**src/rtl/spi_target_regs.sv**
```systemverilog
// SPI mode-0 target with an 8 x 8-bit register file, oversampled in the clk domain.
// Optional: define SPI_TARGET_AUTOINC_EN for address auto-increment bursts.
module spi_target_regs #(
    parameter int unsigned SYNC_STAGES = 2,
    parameter logic [7:0]  ID_VALUE    = 8'hA5
) (
    input  logic       clk,
    input  logic       rst_n,
    input  logic       ena,
    input  logic       spi_sclk,
    input  logic       spi_cs_n,
    input  logic       spi_mosi,
    output logic       spi_miso,
    output logic       spi_miso_oe,
    output logic       rx_valid,
    output logic [2:0] rx_addr,
    output logic [7:0] rx_data,
    input  logic [2:0] dbg_addr,
    output logic [7:0] dbg_data
);

    localparam logic [1:0] S_IDLE = 2'd0;
    localparam logic [1:0] S_CMD  = 2'd1;
    localparam logic [1:0] S_DATA = 2'd2;
    localparam logic [1:0] S_DONE = 2'd3;

    logic [SYNC_STAGES-1:0] r_sclk_sync;
    logic [SYNC_STAGES-1:0] r_cs_sync;
    logic [SYNC_STAGES-1:0] r_mosi_sync;
    logic                   r_sclk_d;

    logic [1:0] r_state;
    logic [2:0] r_bitcnt;
    logic [6:0] r_shift_in;
    logic [7:0] r_shift_out;
    logic       r_rw;
    logic [2:0] r_addr;
    logic       r_wr_pend;
    logic [2:0] r_wr_addr;
    logic [7:0] r_wr_data;
    logic       r_miso;
    logic       r_miso_oe;
    logic       r_rx_valid;
    logic [2:0] r_rx_addr;
    logic [7:0] r_rx_data;
    logic [7:0] r_regs [0:7];

    logic       w_sclk;
    logic       w_mosi;
    logic       w_sel;
    logic       w_rise;
    logic       w_fall;
    logic [7:0] w_byte;
    logic [2:0] w_cmd_addr;
    logic [7:0] w_cmd_val;

    assign w_sclk     = r_sclk_sync[SYNC_STAGES-1];
    assign w_mosi     = r_mosi_sync[SYNC_STAGES-1];
    assign w_sel      = ena & ~r_cs_sync[SYNC_STAGES-1];
    assign w_rise     = w_sclk & ~r_sclk_d;
    assign w_fall     = ~w_sclk & r_sclk_d;
    assign w_byte     = {r_shift_in, w_mosi};
    assign w_cmd_addr = w_byte[2:0];
    assign w_cmd_val  = (w_cmd_addr == 3'd7) ? ID_VALUE : r_regs[w_cmd_addr];

`ifdef SPI_TARGET_AUTOINC_EN
    logic [2:0] w_addr_inc;
    logic [7:0] w_inc_val;
    assign w_addr_inc = r_addr + 3'd1;
    assign w_inc_val  = (w_addr_inc == 3'd7) ? ID_VALUE : r_regs[w_addr_inc];
`endif

    assign dbg_data    = (dbg_addr == 3'd7) ? ID_VALUE : r_regs[dbg_addr];
    assign spi_miso    = r_miso;
    assign spi_miso_oe = r_miso_oe;
    assign rx_valid    = r_rx_valid;
    assign rx_addr     = r_rx_addr;
    assign rx_data     = r_rx_data;

    // Synchronizers flush to the idle bus level (sclk low, cs_n high, mosi low).
    always_ff @(posedge clk) begin
        if (!rst_n) begin
            r_sclk_sync <= '0;
            r_cs_sync   <= '1;
            r_mosi_sync <= '0;
            r_sclk_d    <= 1'b0;
        end else begin
            r_sclk_sync <= {r_sclk_sync[SYNC_STAGES-2:0], spi_sclk};
            r_cs_sync   <= {r_cs_sync[SYNC_STAGES-2:0], spi_cs_n};
            r_mosi_sync <= {r_mosi_sync[SYNC_STAGES-2:0], spi_mosi};
            r_sclk_d    <= w_sclk;
        end
    end

    always_ff @(posedge clk) begin
        if (!rst_n) begin
            r_state     <= S_IDLE;
            r_bitcnt    <= '0;
            r_shift_in  <= '0;
            r_shift_out <= '0;
            r_rw        <= 1'b0;
            r_addr      <= '0;
            r_wr_pend   <= 1'b0;
            r_wr_addr   <= '0;
            r_wr_data   <= '0;
            r_miso      <= 1'b0;
            r_miso_oe   <= 1'b0;
            r_rx_valid  <= 1'b0;
            r_rx_addr   <= '0;
            r_rx_data   <= '0;
            for (int unsigned i = 0; i < 8; i++) begin
                r_regs[i] <= '0;
            end
        end else begin
            r_wr_pend  <= 1'b0;
            r_rx_valid <= r_wr_pend;
            if (r_wr_pend) begin
                r_rx_addr <= r_wr_addr;
                r_rx_data <= r_wr_data;
            end
            // Deselect takes priority over any coincident SCLK edge.
            if (r_state != S_IDLE && !w_sel) begin
                r_state   <= S_IDLE;
                r_bitcnt  <= '0;
                r_miso    <= 1'b0;
                r_miso_oe <= 1'b0;
            end else begin
                case (r_state)
                    S_IDLE: begin
                        if (w_sel) begin
                            r_state   <= S_CMD;
                            r_bitcnt  <= '0;
                            r_miso    <= 1'b0;
                            r_miso_oe <= 1'b1;
                        end
                    end
                    S_CMD: begin
                        if (w_rise) begin
                            r_shift_in <= w_byte[6:0];
                            r_bitcnt   <= r_bitcnt + 3'd1;
                            if (r_bitcnt == 3'd7) begin
                                r_rw        <= w_byte[7];
                                r_addr      <= w_cmd_addr;
                                r_shift_out <= w_cmd_val;
                                r_state     <= S_DATA;
                            end
                        end
                    end
                    S_DATA: begin
                        if (w_rise) begin
                            r_shift_in <= w_byte[6:0];
                            r_bitcnt   <= r_bitcnt + 3'd1;
                            if (r_bitcnt == 3'd7) begin
                                if (!r_rw && r_addr != 3'd7) begin
                                    r_regs[r_addr] <= w_byte;
                                    r_wr_pend      <= 1'b1;
                                    r_wr_addr      <= r_addr;
                                    r_wr_data      <= w_byte;
                                end
`ifdef SPI_TARGET_AUTOINC_EN
                                r_addr      <= w_addr_inc;
                                r_shift_out <= w_inc_val;
`else
                                r_state <= S_DONE;
                                r_miso  <= 1'b0;
`endif
                            end
                        end else if (w_fall && r_rw) begin
                            r_miso      <= r_shift_out[7];
                            r_shift_out <= {r_shift_out[6:0], 1'b0};
                        end
                    end
                    default: begin
                        r_miso <= 1'b0;
                    end
                endcase
            end
        end
    end

endmodule

```
**config.mk**
```make
export PLATFORM = sky130hd
export DESIGN_NAME = spi_target_regs
export DESIGN_NICKNAME = d
export VERILOG_FILES = /design/src/rtl/spi_target_regs.sv
export SDC_FILE = /design/constraint.sdc
export NUM_CORES = 1
export LEC_CHECK = 0
export CAP_MARGIN = 20
export CORE_MARGIN = 5
export CORE_UTILIZATION = 63
export DETAILED_ROUTE_END_ITERATION = 6
export DONT_BUFFER_PORTS = 1
export GPL_ROUTABILITY_DRIVEN = 0
export GPL_TIMING_DRIVEN = 0
export PLACE_DENSITY_LB_ADDON = 0.3
export SYNTH_ARGS = -nofsm -noshare
export SYNTH_HDL_FRONTEND = slang
export SYNTH_SLANG_ARGS = --single-unit
```
**constraint.sdc**
```tcl
create_clock -name clk -period 2.7 [get_ports clk]
set_clock_uncertainty 0.15 [all_clocks]
set_input_delay 0.54 -clock clk [delete_from_list [all_inputs] [get_ports clk]]
set_output_delay 0.54 -clock clk [all_outputs]
set_load 0.01 [all_outputs]
```
==> results of run 1 <==
metal layers:
layer	track usage	share of wire	vias up
met5	0	0	-
met4	0.1295	0.045	0
met3	0.06766	0.068	43
met2	0.4271	0.50	175
met1	0.3055	0.39	1901
li1	-	-	1818
kinds of logic after synthesis:
family	count (synthesis)	share of synthesized area
other	1	0.0006729
muxes	67	0.1511
AOI/OAI and AO/OA	79	0.09093
adders and majority gates	7	0.01572
DFF	114	0.5119
buffers and inverters	56	0.04333
and+or+nand+nor	162	0.1864
cells in the final DEF (no fill, tap or decap), types with 14 or more instances in the layout:
master,Yosys,routed
inv_1,22,22
edfxtp_1,57,57
and2_1,64,64
mux2i_1,47,47
nand3_1,14,14
dfxtp_1,57,57
a21oi_1,15,15
o21ai_0,32,29
nor2_1,27,27
clkbuf_1,18,17
clkbuf_16,0,18
report_power, final:
group	switching, mW	leakage [nW]	internal, mW
Clock	0.821	0.308	1.46
Combinational	0.274	1.06	0.184
Sequential	0.0430	1.01	1.87
synthesized netlist by cell type, types with 12 or more instances:
| cell | instances | share of area |
|---|---|---|
| o21ai_0 | 32 | 0.029 |
| nor2_1 | 27 | 0.018 |
| mux4_2 | 13 | 0.053 |
| edfxtp_1 | 57 | 0.31 |
| inv_1 | 22 | 0.015 |
| dfxtp_1 | 57 | 0.20 |
| and2_1 | 64 | 0.072 |
| nand2b_1 | 12 | 0.013 |
| a21oi_1 | 15 | 0.013 |
| nand3_1 | 14 | 0.013 |
| clkbuf_1 | 18 | 0.012 |
| mux2i_1 | 47 | 0.084 |
layout make-up:
class	count	area, sq um	area share
plain buffers	32	151.4	0.02357
clock buffers	20	478.0	0.07442
clock inverters	12	140.1	0.02182
inverters	23	86.33	0.01344
multi-input cells	316	2496	0.3887
flip-flops and latches	114	2853	0.4442
well taps	108	135.1	0.02104
repair buffers	10	82.58	0.01286
registers in the layout, summed over array words and instances, names as in the netlist, 3 cells and up:
signal and count:
rx_data 8, r_regs 57, r_shift_in 7, r_addr 3
r_wr_data 8, r_bitcnt 3, r_wr_addr 3, rx_addr 3
r_shift_out 8
how the worst max path moves through the flow:
stage,end,slack (ns),depth (start not counted)
2_1_floorplan,r_regs[5][0],0.39,7
3_3_place_gp,r_regs[3][5],-0.26,7
3_5_place_dp,r_regs[5][5],-0.19,7
4_1_cts,r_regs[6][0],0.005,8
5_1_grt,r_regs[1][6],-0.01,8
6_report,r_regs[3][4],0.14,8
stage by stage:
step	power, mW	worst slack (ns)	cell area (sq um)
4_1_cts	4.666	0.004833	6376
6_report	4.659	0.1442	6422
3_5_place_dp	2.399	-0.1892	5723
2_1_floorplan	2.291	0.3946	5573
3_3_place_gp	2.376	-0.2559	5708
5_1_grt	4.822	-0.01165	6422
what timing repair did:
action | in CTS | in global routing
gates cloned | 0 | 0
setup buffers | 0 | 5
pin swaps | 0 | 3
endpoints found under the hold margin | 3 | 0
gates resized for setup | 4 | 5
hold buffers | 3 | 0
setup endpoints to repair | 29 | 52
==> metrics.txt, run 1 <==
top_reg_cell synth edfxtp_1; Hold Slack 0.09972 ns; synthesized flop and latch total 114; Initial Utilization 0.6422; Synth cell types 46; hold depth 2; drt total wl 13.19 mm; cells after synthesis 486; Layout area overhead 15.24%; post-route minimum period 2.556 ns; IR drop worst, VDD 0.5906 mV; # nets final 530; Vias/cell 6.200; row count 34; crit start category flop; IO buf count 0; number of diodes 0; Worst Setup End Kind flop; CP max-delay cell a21oi_1; Root Driver clkbuf_8; via count 3937; Max Cap Viol 0; Worst EP required 2.78 ns; Post-synth EDFFs 57; final count of negative-setup-slack endpoints 0; critical path class reg -> reg; CP most frequent cell inv_1; sequential area share after synthesis 0.5119; drt wl/cell 20.77 um; Die ar. 10830 sq um; Post-Syn Area per Cell 11.47 sq um; Slew Limit Headroom 0.5112; largest net degree at the start of global routing 17; period utilisation layout 0.9466; Post-Syn Area 5573 sq um; RSZ-0062 raised after global routing true; Crit path arrival time 2.63 ns; total track usage 0.2564; worst hold path class in -> reg; Die Y 104.1 um; CTS Buf Count 17; Max Clock Freq 0.3913 GHz; DR iter-0 viols 304; Final Max Slew Viols 0; Reg2Reg Capture Point r_regs[3][4]; CTS tree built; CP Max Fanout 10; proportion of layout cells with a drive suffix above 1 0.1746; min-delay src rst_n; core area 8678 sq um; async set-or-reset flop fraction in the synthesized netlist 0; hold endpoint spi_miso_oe; setup tns final 0 ns; final-layout fill cell count 572; worst skew pair latency 0.51 ns; DP Wirelength 9.107 mm; PD cells 725.5 nW/um^2; grt ovf 0; reg2reg path depth 8; post-synth net total 502; worst reg2reg setup slack 0.14 ns; DRC errors left 0; placed cells 596; drt pass-1 iters 5; Least-Margin Pin Slew 0.7148 ns; worst-path cell chain inv_1 -> ha_1 -> buf_2 -> inv_1 -> a21oi_1 -> nand3_1 -> o21ai_2 -> buf_4; number of nets still failing antenna checks after routing 0; Hold Vio Cnt, Final 0; CTS sink cnt 114; initial antenna violation count 0; I/O pins 31; H-tree depth 4; first-pass GRT wire length 21.51 mm; R2R Path Start r_state[1]; Worst Setup SP r_state[1]; outcome finished, final reports clean; vias in the first global route 4088; Final Non-Filler Cells 635; CP top delay family compound AO/OA/AOI/OAI gates; worst-case clock buffer depth 2; CP peak stage delay 0.36 ns; fin util 0.7401; Syn. warnings 0; worst path buffer plus inverter count 4; width of the die 104.1 um; clock slew at reported path FFs 0.06 ns; Lkg Pwr 2.379 nW
No activity file was read; power rests on OpenSTA's default activity.
==> run 2, diff against run 1 <==
--- a/config.mk
+++ b/config.mk
@@ -13,6 +13,8 @@
 export GPL_ROUTABILITY_DRIVEN = 0
 export GPL_TIMING_DRIVEN = 0
 export PLACE_DENSITY_LB_ADDON = 0.3
+export SETUP_SLACK_MARGIN = 0.4
+export SLEW_MARGIN = 20
 export SYNTH_ARGS = -nofsm -noshare
 export SYNTH_HDL_FRONTEND = slang
 export SYNTH_SLANG_ARGS = --single-unit
==> run 2 against run 1 <==
Against the previous run:
- register-to-register slack improved by 0.39 ns
- global-route usage increased by 0.37 points
- sequential share of layout area fell by 1.6 points
- critical path depth fell by 6
- design area grew 3.8%
- wire length up 5.7%
==> metrics.txt, run 2 (synthesized netlist as in run 1, its figures left out) <==
final count of negative-setup-slack endpoints 0 (unchanged); H-tree depth 4 (unchanged); CTS tree built; Die ar. 10830 sq um (unchanged); DRC errors left 0 (unchanged); IR drop worst, VDD 0.5180 mV (-12%); largest net degree at the start of global routing 17 (unchanged); CTS sink cnt 114 (unchanged); Initial Utilization 0.6422 (unchanged); IO buf count 0 (unchanged); drt total wl 13.95 mm (+5.7%); clock slew at reported path FFs 0.06 ns (about the same); CTS Buf Count 17 (unchanged); DR iter-0 viols 292 (-3.9%); Max Clock Freq 0.4125 GHz (+5.4%); worst-case clock buffer depth 2 (unchanged); row count 34 (unchanged); most common cell after layout, fill and taps aside and2_1; total track usage 0.2601 (+0.003678); Vias/cell 6.260 (+0.97%); drt wl/cell 21.49 um (+3.5%); Final Max Slew Viols 0 (unchanged); outcome finished, final reports clean; Worst EP required 2.01 ns (-0.77 ns); width of the die 104.1 um (unchanged); grt ovf 0 (unchanged); post-route minimum period 2.424 ns (-0.1317 ns); RSZ-0062 raised after global routing true; period utilisation layout 0.8978 (-0.04878); Worst Setup End Kind primary output; Layout area overhead 19.62%; hold depth 2 (unchanged); number of nets still failing antenna checks after routing 0 (unchanged); Max Cap Viol 0 (unchanged); reg2reg path depth 7 (-1); vias in the first global route 4249 (+3.9%); worst hold path class in -> reg; # nets final 544 (+2.6%); DP Worst Slack -0.1888 ns (+0.0003570 ns); number of flip-flops in the largest register 57 (unchanged); Slew Limit Headroom 0.4700 (-0.04114); core area 8678 sq um (unchanged); critical path class reg -> out; Lkg Pwr 2.496 nW (+4.9%); initial antenna violation count 0 (unchanged); proportion of layout cells with a drive suffix above 1 0.2292 (+0.05463); Least-Margin Pin Slew 0.7950 ns (+0.08020 ns); worst reg2reg setup slack 0.53 ns (+0.39 ns); Largest Register r_regs; crit start category flop; most frequent cells in the layout and2_1 (64), edfxtp_1 (57), dfxtp_1 (56), mux2i_1 (47), nor2_1 (27); Crit path arrival time 1.73 ns (-0.90 ns); via count 4063 (+3.2%); I/O pins 31 (unchanged); Total Power 4.621 mW (-0.83%); Hold Vio Cnt, Final 0 (unchanged); PD cells 693.1 nW/um^2 (-4.5%); Final WS setup 0.2759 ns (+0.1317 ns); Root Driver clkbuf_8; DP Wirelength 9.021 mm (-0.94%); CP Max Fanout 2 (-8); drt pass-1 iters 4 (-1); number of diodes 0 (unchanged); first-pass GRT wire length 21.87 mm (+1.6%); Die Y 104.1 um (unchanged); worst skew pair latency 0.52 ns (about the same)
run 2: power by group:
part           switching, mW  internal [mW]  total [mW]
Combinational          0.296          0.218       0.514
Clock                  0.821           1.37        2.19
Sequential            0.0420           1.88        1.92
run 2: final timing paths:
check / to / start
min: spi_miso_oe / rst_n
min reg2reg: r_cs_sync[1] / r_cs_sync[0]
max: dbg_data[1] / r_regs[3][1]
max reg2reg: r_regs[4][7] / r_bitcnt[0]
run 2: layout make-up:
cell class,count,area (sq um)
fill,529,2012
inverter,23,86.33
clock buffer,20,478.0
tap,108,135.1
timing repair buffer,23,217.7
sequential,114,2854
multi-input combinational,316,2601
clock inverter,12,116.4
buffer,33,177.7
run 2: routing by layer:
metal / vias to the layer above / track usage / share of wire
met4: 0 / 0.1591 / 0.045
li1: 1847 / - / -
met5: - / 0 / 0
met1: 1992 / 0.2997 / 0.39
met2: 175 / 0.4335 / 0.50
met3: 49 / 0.06518 / 0.070
run 2: per-stage QoR:
step	instances	utilization	cell area [sq um]	TNS, ns	hold slack, ns
2_1_floorplan	486	-	5573	0	0.2363
3_3_place_gp	594	0.6577	5708	-4.236	0.2436
3_5_place_dp	594	0.6577	5708	-2.225	0.2472
4_1_cts	642	0.7525	6530	0	0.07827
5_1_grt	649	0.7682	6666	0	0.1236
6_report	649	0.7682	6666	0	0.09164
run 2: critical path: stages (launching register included):
cell      delay, ns
edfxtp_1       0.40
mux4_2         0.49
mux2_4         0.32
run 2: repair_timing:
item                                   4_1_cts  5_1_grt
resized for setup                           23       34
setup endpoints to repair                   65      130
hold buffers                                 3        0
setup buffers                               13        7
endpoints found under the hold margin        3        0
pin swaps                                    4        7
==> run 3, diff against run 2 <==
--- a/config.mk
+++ b/config.mk
@@ -12,7 +12,7 @@
 export DONT_BUFFER_PORTS = 1
 export GPL_ROUTABILITY_DRIVEN = 0
 export GPL_TIMING_DRIVEN = 0
-export PLACE_DENSITY_LB_ADDON = 0.3
+export PLACE_DENSITY = 0.79
 export SETUP_SLACK_MARGIN = 0.4
 export SLEW_MARGIN = 20
 export SYNTH_ARGS = -nofsm -noshare
==> run 3 against run 2 <==
Against the previous run:
- via count fell by 1.1%
- cell count increased by 0.15%
- total power shrank 1.5%
- highest routed layer unchanged
- largest cell class unchanged
- wire length barely moved
==> metrics.txt, run 3 (synthesized netlist as in run 1, its figures left out) <==
most common cell after layout, fill and taps aside and2_1; Largest Register r_regs; Die Y 104.1 um (unchanged); drt pass-1 iters 5 (+1); first-pass GRT wire length 21.80 mm (-0.28%); vias in the first global route 4170 (-1.9%); Final Cell Area 6646 sq um (-0.30%); width of the die 104.1 um (unchanged); drt wl/cell 21.45 um (-0.21%); CP top delay family multiplexers; DP Wirelength 9.122 mm (+1.1%); most frequent cells in the layout and2_1 (64), edfxtp_1 (57), dfxtp_1 (55), mux2i_1 (47), nor2_1 (27); number of flip-flops in the largest register 57 (unchanged); CP peak stage delay 0.48 ns (about the same); largest net degree at the start of global routing 17 (unchanged); grt ovf 0 (unchanged); Worst EP required 2.01 ns (about the same); crit start category flop; Vias/cell 6.183 (-1.2%); Die ar. 10830 sq um (unchanged); critical path class reg -> out; Final Non-Filler Cells 650 (+0.15%); RSZ-0062 raised after global routing true; worst hold path class in -> reg; placed cells 595 (+0.17%); IR drop worst, VDD 0.5322 mV (+2.7%); worst skew pair latency 0.51 ns (about the same); Max Clock Freq 0.4186 GHz (+1.5%); drt total wl 13.94 mm (about the same); clock slew at reported path FFs 0.06 ns (about the same); number of diodes 0 (unchanged); final count of negative-setup-slack endpoints 0 (unchanged); DRC errors left 0 (unchanged); worst-path cell chain mux4_2 -> mux2_4; Crit path arrival time 1.70 ns (-0.03 ns); CTS tree built; H-tree depth 4 (unchanged); CP Max Fanout 2 (unchanged); PD cells 685.1 nW/um^2 (-1.2%); # nets final 545 (+0.18%); CTS sink cnt 114 (unchanged); DP Area 5715 sq um (+0.13%); row count 34 (unchanged); CTS Buf Count 17 (unchanged); worst-case clock buffer depth 2 (unchanged); core area 8678 sq um (unchanged); Hold Vio Cnt, Final 0 (unchanged); via count 4019 (-1.1%); R2R Path Start r_bitcnt[0]; number of nets still failing antenna checks after routing 0 (unchanged); Total Power 4.553 mW (-1.5%); setup tns final 0 ns (unchanged); DP Worst Slack -0.1592 ns (+0.02964 ns); fin util 0.7659 (-0.002307); Root Driver clkbuf_8; DR iter-0 viols 251 (-14%); Layout area overhead 19.26%; worst reg2reg setup slack 0.51 ns (-0.02 ns); Least-Margin Pin Slew 0.7089 ns (-0.08609 ns); IO buf count 0 (unchanged); initial antenna violation count 0 (unchanged); Final Max Slew Viols 0 (unchanged); outcome finished, final reports clean; Max Cap Viol 0 (unchanged); Final WS setup 0.3111 ns (+0.03519 ns); period utilisation layout 0.8848 (-0.01303); CP max-delay cell mux4_2; Worst Setup End Kind primary output; worst path buffer plus inverter count 0 (unchanged); Hold Slack 0.1049 ns (+0.01330 ns); min-delay src rst_n; post-route minimum period 2.389 ns (-0.03519 ns); Initial Utilization 0.6422 (unchanged); total track usage 0.2564 (-0.003684); Worst Setup SP r_regs[1][3]; proportion of layout cells with a drive suffix above 1 0.2343 (+0.005112); I/O pins 31 (unchanged); Slew Limit Headroom 0.5274 (+0.05739); Lkg Pwr 2.495 nW (about the same)
## run 3: cell count changes in the layout (fill, tap and decap cells not counted), sizes merged
| cell | previous run | this run |
|---|---|---|
| inv | 29 | 33 |
| clkinvlp | 0 | 1 |
| bufinv | 1 | 0 |
| clkinv | 5 | 2 |
| clkbuf | 40 | 37 |
| buf | 33 | 36 |
## run 3: worst paths after layout
check | end | cells after the start
worst max-delay path | dbg_data[3] | 2
worst min-delay path | spi_miso_oe | 2
worst max register to register | r_regs[4][3] | 7
worst min register to register | r_cs_sync[1] | 1
## run 3: report_power, final
group          switching [mW]  leakage, nW  internal, mW  total (mW)
Combinational           0.294         1.20         0.222       0.515
Clock                   0.854        0.285          1.27        2.12
Sequential             0.0426         1.01          1.88        1.92
## run 3: area by class of cell
cell class / instances / area (sq um)
inverters: 23 / 86.33
well taps: 108 / 135.1
clock buffers: 19 / 464.2
fillers: 534 / 2032
clock inverters: 13 / 107.6
flip-flops and latches: 114 / 2855
plain buffers: 33 / 183.9
multi-input cells: 316 / 2601
repair buffers: 24 / 212.7
## run 3: repair_timing
item	in CTS	in global routing
endpoints found under the hold margin	3	0
setup buffers	10	10
gates resized for setup	26	29
pin swaps	7	7
hold buffers	3	0
endpoints found under the setup margin	96	107
## run 3: layer usage
| metal | global-route usage | vias to the layer above | wire length [um] |
|---|---|---|---|
| met1 | 0.3147 | 1953 | 5504 |
| met5 | 0 | - | 0 |
| li1 | - | 1855 | - |
| met2 | 0.4176 | 171 | 6981 |
| met3 | 0.06704 | 40 | 887 |
| met4 | 0.1286 | 0 | 567 |
